===== config.mk =====
export PLATFORM = sky130hd
export DESIGN_NAME = nmos_cmp_bank
export DESIGN_NICKNAME = d
export VERILOG_FILES = /design/src/rtl/nmos_cmp_bank.sv
export SDC_FILE = /design/constraint.sdc
export NUM_CORES = 1
export LEC_CHECK = 0
export ABC_AREA = 1
export BUFFER_PORTS_ARGS = -buffer_cell sky130_fd_sc_hd__buf_2
export CORE_ASPECT_RATIO = 0.7
export CORE_MARGIN = 3
export CORE_UTILIZATION = 52
export CTS_CLUSTER_DIAMETER = 100
export CTS_CLUSTER_SIZE = 10
export DETAILED_ROUTE_END_ITERATION = 16
export PLACE_DENSITY_LB_ADDON = 0.1
export SYNTH_ARGS = -nofsm -noshare
export SYNTH_HDL_FRONTEND = slang
export SYNTH_SLANG_ARGS = --single-unit

===== constraint.sdc =====
create_clock -name main_clk -period 0.9 [get_ports main_clk]
set_input_delay 0 -clock main_clk [delete_from_list [all_inputs] [get_ports main_clk]]
set_output_delay 0 -clock main_clk [all_outputs]
set_load 0.01 [all_outputs]

===== src/rtl/nmos_cmp_bank.sv =====
// nmos_cmp_bank: bank of DEPTH two-phase latched WIDTH-bit comparators.
// Each entry loads into a phi2 holding stage (LD), moves into a phi1
// compare stage on C1, and is matched against the live vector VV, gated by
// EQI and a per-entry valid bit. A registered lowest-index hit is provided.
// Optional feature: define NMOS_CMP_MASK_EN to add the LDM port and
// per-entry compare masks (0 bit = don't-care).
module nmos_cmp_bank #(
    parameter  int WIDTH = 8,
    parameter  int DEPTH = 4,
    localparam int SELW  = (DEPTH > 1) ? $clog2(DEPTH) : 1
) (
    input  logic             main_clk,
    input  logic             main_rst,
    input  logic [WIDTH-1:0] DB,
    input  logic             LD,
    input  logic [SELW-1:0]  LD_SEL,
`ifdef NMOS_CMP_MASK_EN
    input  logic             LDM,
`endif
    input  logic             C1,
    input  logic             CLR,
    input  logic [WIDTH-1:0] VV,
    input  logic             EQI,
    output logic [DEPTH-1:0] EQO,
    output logic             HIT,
    output logic [SELW-1:0]  HIT_IDX
);

    // Bank size widened by one bit so an out-of-range select is detectable
    // even when DEPTH is a power of two.
    localparam logic [SELW:0] DEPTH_W = (SELW + 1)'(DEPTH);

    // phi2 holding stage and phi1 compare stage
    logic [WIDTH-1:0] r_d2 [DEPTH];
    logic [WIDTH-1:0] r_d1 [DEPTH];
    logic [DEPTH-1:0] r_v2;
    logic [DEPTH-1:0] r_v1;
`ifdef NMOS_CMP_MASK_EN
    logic [WIDTH-1:0] r_m2 [DEPTH];
    logic [WIDTH-1:0] r_m1 [DEPTH];
    logic [DEPTH-1:0] w_ldm_we;
`endif

    logic             r_hit;
    logic [SELW-1:0]  r_hit_idx;

    logic             w_sel_ok;
    logic [DEPTH-1:0] w_ld_we;
    logic [DEPTH-1:0] w_eqo;
    logic [SELW-1:0]  w_hit_idx;

    assign w_sel_ok = ({1'b0, LD_SEL} < DEPTH_W);

    // One-hot write enables for the selected entry; out-of-range selects write nothing
    always_comb begin
        // NOTE: every always_comb output gets a default first so no path leaves it unassigned (no latch).
        w_ld_we = '0;
`ifdef NMOS_CMP_MASK_EN
        w_ldm_we = '0;
`endif
        for (int i = 0; i < DEPTH; i++) begin
            if (w_sel_ok && (LD_SEL == SELW'(i))) begin
                w_ld_we[i] = LD;
`ifdef NMOS_CMP_MASK_EN
                w_ldm_we[i] = LDM;
`endif
            end
        end
    end

    // Data stages: LD writes the holding stage, C1 copies old holding values into the compare stage
    always_ff @(posedge main_clk) begin
        if (main_rst) begin
            // NOTE: the data arrays are reset explicitly; they are small registers here, not RAM, and reset zeros are part of the behaviour.
            for (int i = 0; i < DEPTH; i++) begin
                r_d2[i] <= '0;
                r_d1[i] <= '0;
            end
        end else begin
            // NOTE: non-blocking assignments let C1 read the pre-edge r_d2 while LD overwrites it in the same cycle.
            if (C1) begin
                r_d1 <= r_d2;
            end
            for (int i = 0; i < DEPTH; i++) begin
                if (w_ld_we[i]) begin
                    r_d2[i] <= DB;
                end
            end
        end
    end

    // Valid bits: CLR wins over LD and C1; data registers are unaffected by CLR
    always_ff @(posedge main_clk) begin
        if (main_rst) begin
            r_v2 <= '0;
            r_v1 <= '0;
        end else if (CLR) begin
            r_v2 <= '0;
            r_v1 <= '0;
        end else begin
            if (C1) begin
                r_v1 <= r_v2;
            end
            r_v2 <= r_v2 | w_ld_we;
        end
    end

`ifdef NMOS_CMP_MASK_EN
    // Mask stages follow the data stages; reset to all-ones so every bit is compared
    always_ff @(posedge main_clk) begin
        if (main_rst) begin
            for (int i = 0; i < DEPTH; i++) begin
                r_m2[i] <= '1;
                r_m1[i] <= '1;
            end
        end else begin
            if (C1) begin
                r_m1 <= r_m2;
            end
            for (int i = 0; i < DEPTH; i++) begin
                if (w_ldm_we[i]) begin
                    r_m2[i] <= DB;
                end
            end
        end
    end
`endif

    // Per-entry match; the valid bit gates stale or never-loaded data
    always_comb begin
        w_eqo = '0;
        for (int i = 0; i < DEPTH; i++) begin
`ifdef NMOS_CMP_MASK_EN
            w_eqo[i] = EQI & r_v1[i] & (((r_d1[i] ^ VV) & r_m1[i]) == '0);
`else
            w_eqo[i] = EQI & r_v1[i] & (r_d1[i] == VV);
`endif
        end
    end

    // Priority encoder: lowest matching entry wins, 0 when nothing matches
    always_comb begin
        w_hit_idx = '0;
        for (int i = DEPTH - 1; i >= 0; i--) begin
            if (w_eqo[i]) begin
                w_hit_idx = SELW'(i);
            end
        end
    end

    // Registered hit summary, one cycle behind EQO
    always_ff @(posedge main_clk) begin
        if (main_rst) begin
            r_hit     <= 1'b0;
            r_hit_idx <= '0;
        end else begin
            r_hit     <= |w_eqo;
            r_hit_idx <= w_hit_idx;
        end
    end

    assign EQO     = w_eqo;
    assign HIT     = r_hit;
    assign HIT_IDX = r_hit_idx;

endmodule


==> impl_metrics.ini, run 1 <==
[status]
status = finished with violations
violations = setup timing

[sta]
min_period_ns = 1.36
timing.final.hold_violations = 0
fin_crit_sh = 1.51
worst_pin_slew_ns = 0.274
rsz0062_at_grt = true
slew_violations = 0
layout_setup_ws_ns = -0.460
maxSlewHeadroom = 0.815
fin_skew_ns = 0.00998
fmax_mhz = 735
setup_violations = 7

[grt]
grt_pass1_wl_um = 13300
grt_pass1_vias = 2646
antenna_found_initial = 0
grt_max_degree = 49
track_usage = 0.240
gr-total-overflow = 0

[finish]
utilization = 0.714
antenna_cells = 0
fin_nets = 530
fillCellCount = 486
syn_to_final_growth_pct = 30.9
layout-drive-gt1-share = 0.319
stdcell_count = 586

[power]
seqPwrFrac = 0.441
power_frac_clock = 0.448
finalPower_mw = 8.12
p_int_mw = 6.27
p_per_area_mw_per_mm2 = 1960
combPwrFrac = 0.111
cellLeakagePower_nw = 1.83
peakVddDrop_mv = 1.15
switching_power_mw = 1.85
switching_share = 0.228

[critical_path]
crit_path_start_kind = flop
cp-end-kind = primary output
crit_required_ns = 0.90
crit_fanout = 3
critical-path-slowest-cell = dfxtp_2
slowest_delay_ns = 0.33
crit_type = reg -> out
crit_top_cell = nand2_1
critical_path_arrival_ns = 1.36
path_cells = inv_2 -> nand2_1 -> nand2_1 -> nor2_1 -> nand2_1 -> nor2_2 -> nand2_2 -> inv_2 -> buf_6

[floorplan]
initial_utilization = 0.545
design.portCount = 31
die_area_mm2 = 0.00709
rows = 23
die_h_um = 71.3
core_area_mm2 = 0.00581
die_x_um = 99.3

[clock_network]
cts_max_level = 3
numClockSinks = 75
cts_root_buf = clkbuf_8
worst_skew_pair.late_latency_ns = 0.35
cts_buffers = 9
clock_path_buffers = 2
cts_tree = done
path_clk_slew_ns = 0.08

[logic_synthesis]
ys_async_sr_fraction = 0
synth_seq_cells = 75
synthCells = 439
synth_cell_types = 27
synth.avg_cell_area_um2 = 7.22
ys_seq_area_frac = 0.474
synth-edff-count = 0
synthFlopType = dfxtp_1
yosys_warnings = 0
syn_nets = 463
syn-cell-area_mm2 = 0.00317

[drt]
via_per_inst = 5.07
route.vias.total = 2969
drt_first_iter_violations = 180
drc = 0
wl_per_cell_um = 14.0
antenna_violating_nets_post_route = 0
drt_pass1_iterations = 5
postRouteWirelength_um = 8210

[placement]
dp_cells = 555
placement.io_buffers = 30
hpwl_um = 5630
gp_congestion = 0.880

[worst_hold_path]
min_path_type = in -> reg

[flow_run]
drv_cap = 0
Yosys cell counts, types with 2 or more instances:
cell type,count,area share
nor2_2,9,0.018
inv_1,44,0.052
nor2_1,69,0.082
buf_2,9,0.014
nand3_1,2,0.0032
clkbuf_1,5,0.0059
nand2_1,73,0.086
inv_2,11,0.013
o21ai_0,58,0.092
o21ai_1,7,0.011
nand3_2,3,0.0095
buf_1,2,0.0024
xnor2_1,6,0.017
o211ai_1,2,0.0047
a21oi_1,47,0.074
nand2_2,5,0.0099
dfxtp_1,75,0.47
xor2_1,2,0.0055
a21oi_2,2,0.0055
critical path: cells and delay by family, from the launching register on:
kind / cells / cell delay, ns
AND/OR/NAND/NOR: 6 / 0.50
flip-flops: 1 / 0.33
buffers and inverters: 3 / 0.19
placed cells by master, fill, tap and decap left out, types with 4 or more instances in the layout:
master,count
a21oi_1,46
buf_6,6
nand3_2,4
nand2_2,14
nor2_1,68
xnor2_1,5
dlygate4sd3_1,9
o21ai_0,58
bufinv_16,5
o21ai_1,7
clkbuf_8,9
inv_2,25
nor2_4,4
dfxtp_1,54
buf_12,4
inv_1,30
dfxtp_2,20
buf_4,27
nor2_2,7
nand2_1,63
buf_2,27
worst paths after layout:
kind	slack, ns	to	from	cells after the start
worst min register to register	0.45	r_d1[3]	r_d2[3]	2
worst max-delay path	-0.46	EQO[2]	r_d1[8]	9
worst max register to register	-0.36	HIT_IDX[0]	r_d1[4]	9
worst min-delay path	0.02	r_v1[1]	main_rst	4
registers in the layout (all words and copies together), names as in the netlist:
register and flops:
r_v2 4, r_d1 32, HIT_IDX 2, r_d2 32
HIT 1, r_v1 4
power by group through the flow:
stage | sequential, mW | combinational (mW) | clock (mW)
detailed placement | 3.64 | 0.800 | 0
CTS | 3.57 | 0.840 | 3.70
floorplan | 3.62 | 0.480 | 0
finish | 3.58 | 0.900 | 3.64
global route | 3.60 | 1.00 | 3.86
global placement | 3.64 | 0.792 | 0
cells by family (layout without fill, tap and decap cells):
logic type             after synthesis  count (layout)  synth area share
AO/OA/AOI/OAI                      118             118             0.192
XOR/XNOR                             8               8            0.0221
buffers and inverters               73             145            0.0912
flip-flops                          75              75             0.474
AND/OR/NAND/NOR                    165             165             0.221
metrics by stage:
stage	worst slack [ns]	hold WS [ns]	area, um^2	setup TNS (ns)
6_report	-0.460	0.0228	4150	-2.78
2_1_floorplan	-0.138	0.0669	3180	-0.287
4_1_cts	-0.454	0.00663	4030	-2.52
3_3_place_gp	-0.185	0.278	3600	-0.831
3_5_place_dp	-0.217	0.283	3600	-0.950
5_1_grt	-0.573	0.0223	4150	-3.52
per-layer routing:
layer / GRT usage / vias up / share of wire
met4: 0.0591 / 0 / 0.014
li1: - / 1529 / -
met1: 0.361 / 1342 / 0.50
met5: 0 / - / 0
met2: 0.345 / 87 / 0.43
met3: 0.0584 / 11 / 0.056
layout make-up:
class | instances | area (um^2) | area share
inverters | 56 | 210 | 0.0506
clock buffers | 9 | 124 | 0.0298
repair buffers | 73 | 576 | 0.139
clock inverters | 7 | 164 | 0.0395
flip-flops and latches | 75 | 1530 | 0.369
multi-input cells | 291 | 1450 | 0.350
well taps | 75 | 93.8 | 0.0226
repair_timing:
action,in CTS,in global routing
pin swaps,7,19
hold buffers,9,0
endpoints found under the setup margin,7,7
gates resized for setup,23,37
hold endpoints to repair,25,0
setup buffers,3,5
Power figures use the tool's default switching activity.
==> run 2: changes to the inputs <==
- BUFFER_PORTS_ARGS: -buffer_cell sky130_fd_sc_hd__buf_2 -> default
- CORE_UTILIZATION: 52 -> 55
- DONT_BUFFER_PORTS: default -> 1
- SLEW_MARGIN: default -> 5
==> run 2 against run 1 <==
Net effect:
- the flow finishes with violations (hold timing, setup timing)
- cell area down 4.3%
- sequential power is essentially flat
- die area decreased by 5.1%
- total power shrank 11%
- critical path depth decreased by 1
- non-clock buffer count down 29
- global-route usage is 0.78 points higher
- worst setup slack got worse by 0.021 ns
- critical endpoint is now EQO[3]
- largest cell class unchanged
- highest routed layer unchanged
==> impl_metrics.ini, run 2 (synthesis gave the netlist of run 1 again) <==
[clock_network]
cts_hold_buf = 15
cts_root_buf = clkbuf_8
clock_path_buffers = 2
worst_skew_pair.late_latency_ns = 0.36
path_clk_slew_ns = 0.08
numClockSinks = 75
cts_max_level = 3
cts_tree = done
cts_buffers = 9

[critical_path]
critical_path_arrival_ns = 1.38
cp-end-kind = primary output
crit_fanout = 2
crit_required_ns = 0.90
crit_type = reg -> out
crit_path_start_kind = flop

[status]
violations = hold timing, setup timing
status = finished with violations

[sta]
maxSlewHeadroom = 0.761
layout_setup_ws_ns = -0.481
rsz0062_at_grt = true
holdWs_ns = -0.287
fin_crit_sh = 1.53
fmax_mhz = 724
min_period_ns = 1.38
timing.final.hold_violations = 28
setup_violations = 7
slew_violations = 0
fin_skew_ns = 0.0115
worst_pin_slew_ns = 0.359

[floorplan]
core_area_mm2 = 0.00540
initial_utilization = 0.588
rows = 22
die_h_um = 69.5
die_x_um = 96.7
design.portCount = 31
die_area_mm2 = 0.00673

[finish]
antenna_cells = 0
layout_common_cells = nand2_1, nor2_1, o21ai_0
top_regs = r_d1 x32, r_d2 x32
syn_to_final_growth_pct = 25.3
fin_nets = 501
layout_commonest_cell = nand2_1
layout-drive-gt1-share = 0.263

[grt]
gr-total-overflow = 0
grt_max_degree = 66
grt_pass1_wl_um = 13100
grt_pass1_vias = 2655
antenna_found_initial = 0
track_usage = 0.248

[drt]
drt_first_iter_violations = 188
via_per_inst = 5.18
postRouteWirelength_um = 8240
antenna_violating_nets_post_route = 0
drc = 0
drt_pass1_iterations = 5
wl_per_cell_um = 14.9
route.vias.total = 2870

[placement]
gp_congestion = 0.881
hpwl_um = 5340
pre_cts_ws_ns = -0.256
placement.io_buffers = 0

[power]
cellLeakagePower_nw = 1.71
peakVddDrop_mv = 0.965
p_per_area_mw_per_mm2 = 1830

[flow_run]
drv_cap = 0

[worst_hold_path]
min_path_type = in -> reg
[run 2: layer usage]
metal | global-route usage | part of all wire
met1 | 0.346 | 0.47
met2 | 0.352 | 0.42
met3 | 0.0935 | 0.091
met4 | 0.0810 | 0.015
met5 | 0 | 0
[run 2: critical path: stages, from the launching register on]
cell	delay [ns]
dfxtp_2	0.33
inv_2	0.04
nand2_2	0.06
o21ai_2	0.05
nor2_2	0.12
nand3_1	0.09
nor2_2	0.12
buf_4	0.12
buf_6	0.09
[run 2: stage by stage]
step                area (um^2)   util  power [mW]  std cells  TNS [ns]
floorplan                  3180      -        4.10        439    -0.287
global placement           3410  0.632        4.25        517     -1.23
detailed placement         3410  0.632        4.27        517     -1.43
CTS                        3880  0.718        7.23        551     -6.29
global route               3970  0.736        7.58        554     -3.36
finish                     3970  0.736        7.26        554     -2.71
[run 2: cell type report]
cell class,count,area [um^2]
clock buffers,10,138
clock inverters,6,88.8
fillers,423,1420
inverters,56,218
multi-input cells,291,1440
flip-flops and latches,75,1530
well taps,72,90.1
repair buffers,44,468
[run 2: worst paths after layout]
path                                from      end  slack, ns  depth (start not counted)
worst max-delay path             r_d1[4]   EQO[3]      -0.48                          8
worst min-delay path                  C1  r_d1[2]      -0.29                          1
worst max register to register  r_d1[15]      HIT      -0.30                          8
worst min register to register   r_d2[2]  r_d1[2]       0.45                          2
[run 2: power by group]
group	internal (mW)	switching [mW]	leakage, nW
Combinational	0.347	0.433	0.983
Clock	1.63	1.26	0.108
Sequential	3.49	0.0920	0.623
Total	5.47	1.78	1.71
[run 2: timing repair]
item,in CTS,in global routing
pin swaps,20,21
buffers inserted,4,2
setup endpoints to repair,7,78
endpoints found under the hold margin,68,27
cloned,0,1
resized for setup,31,31
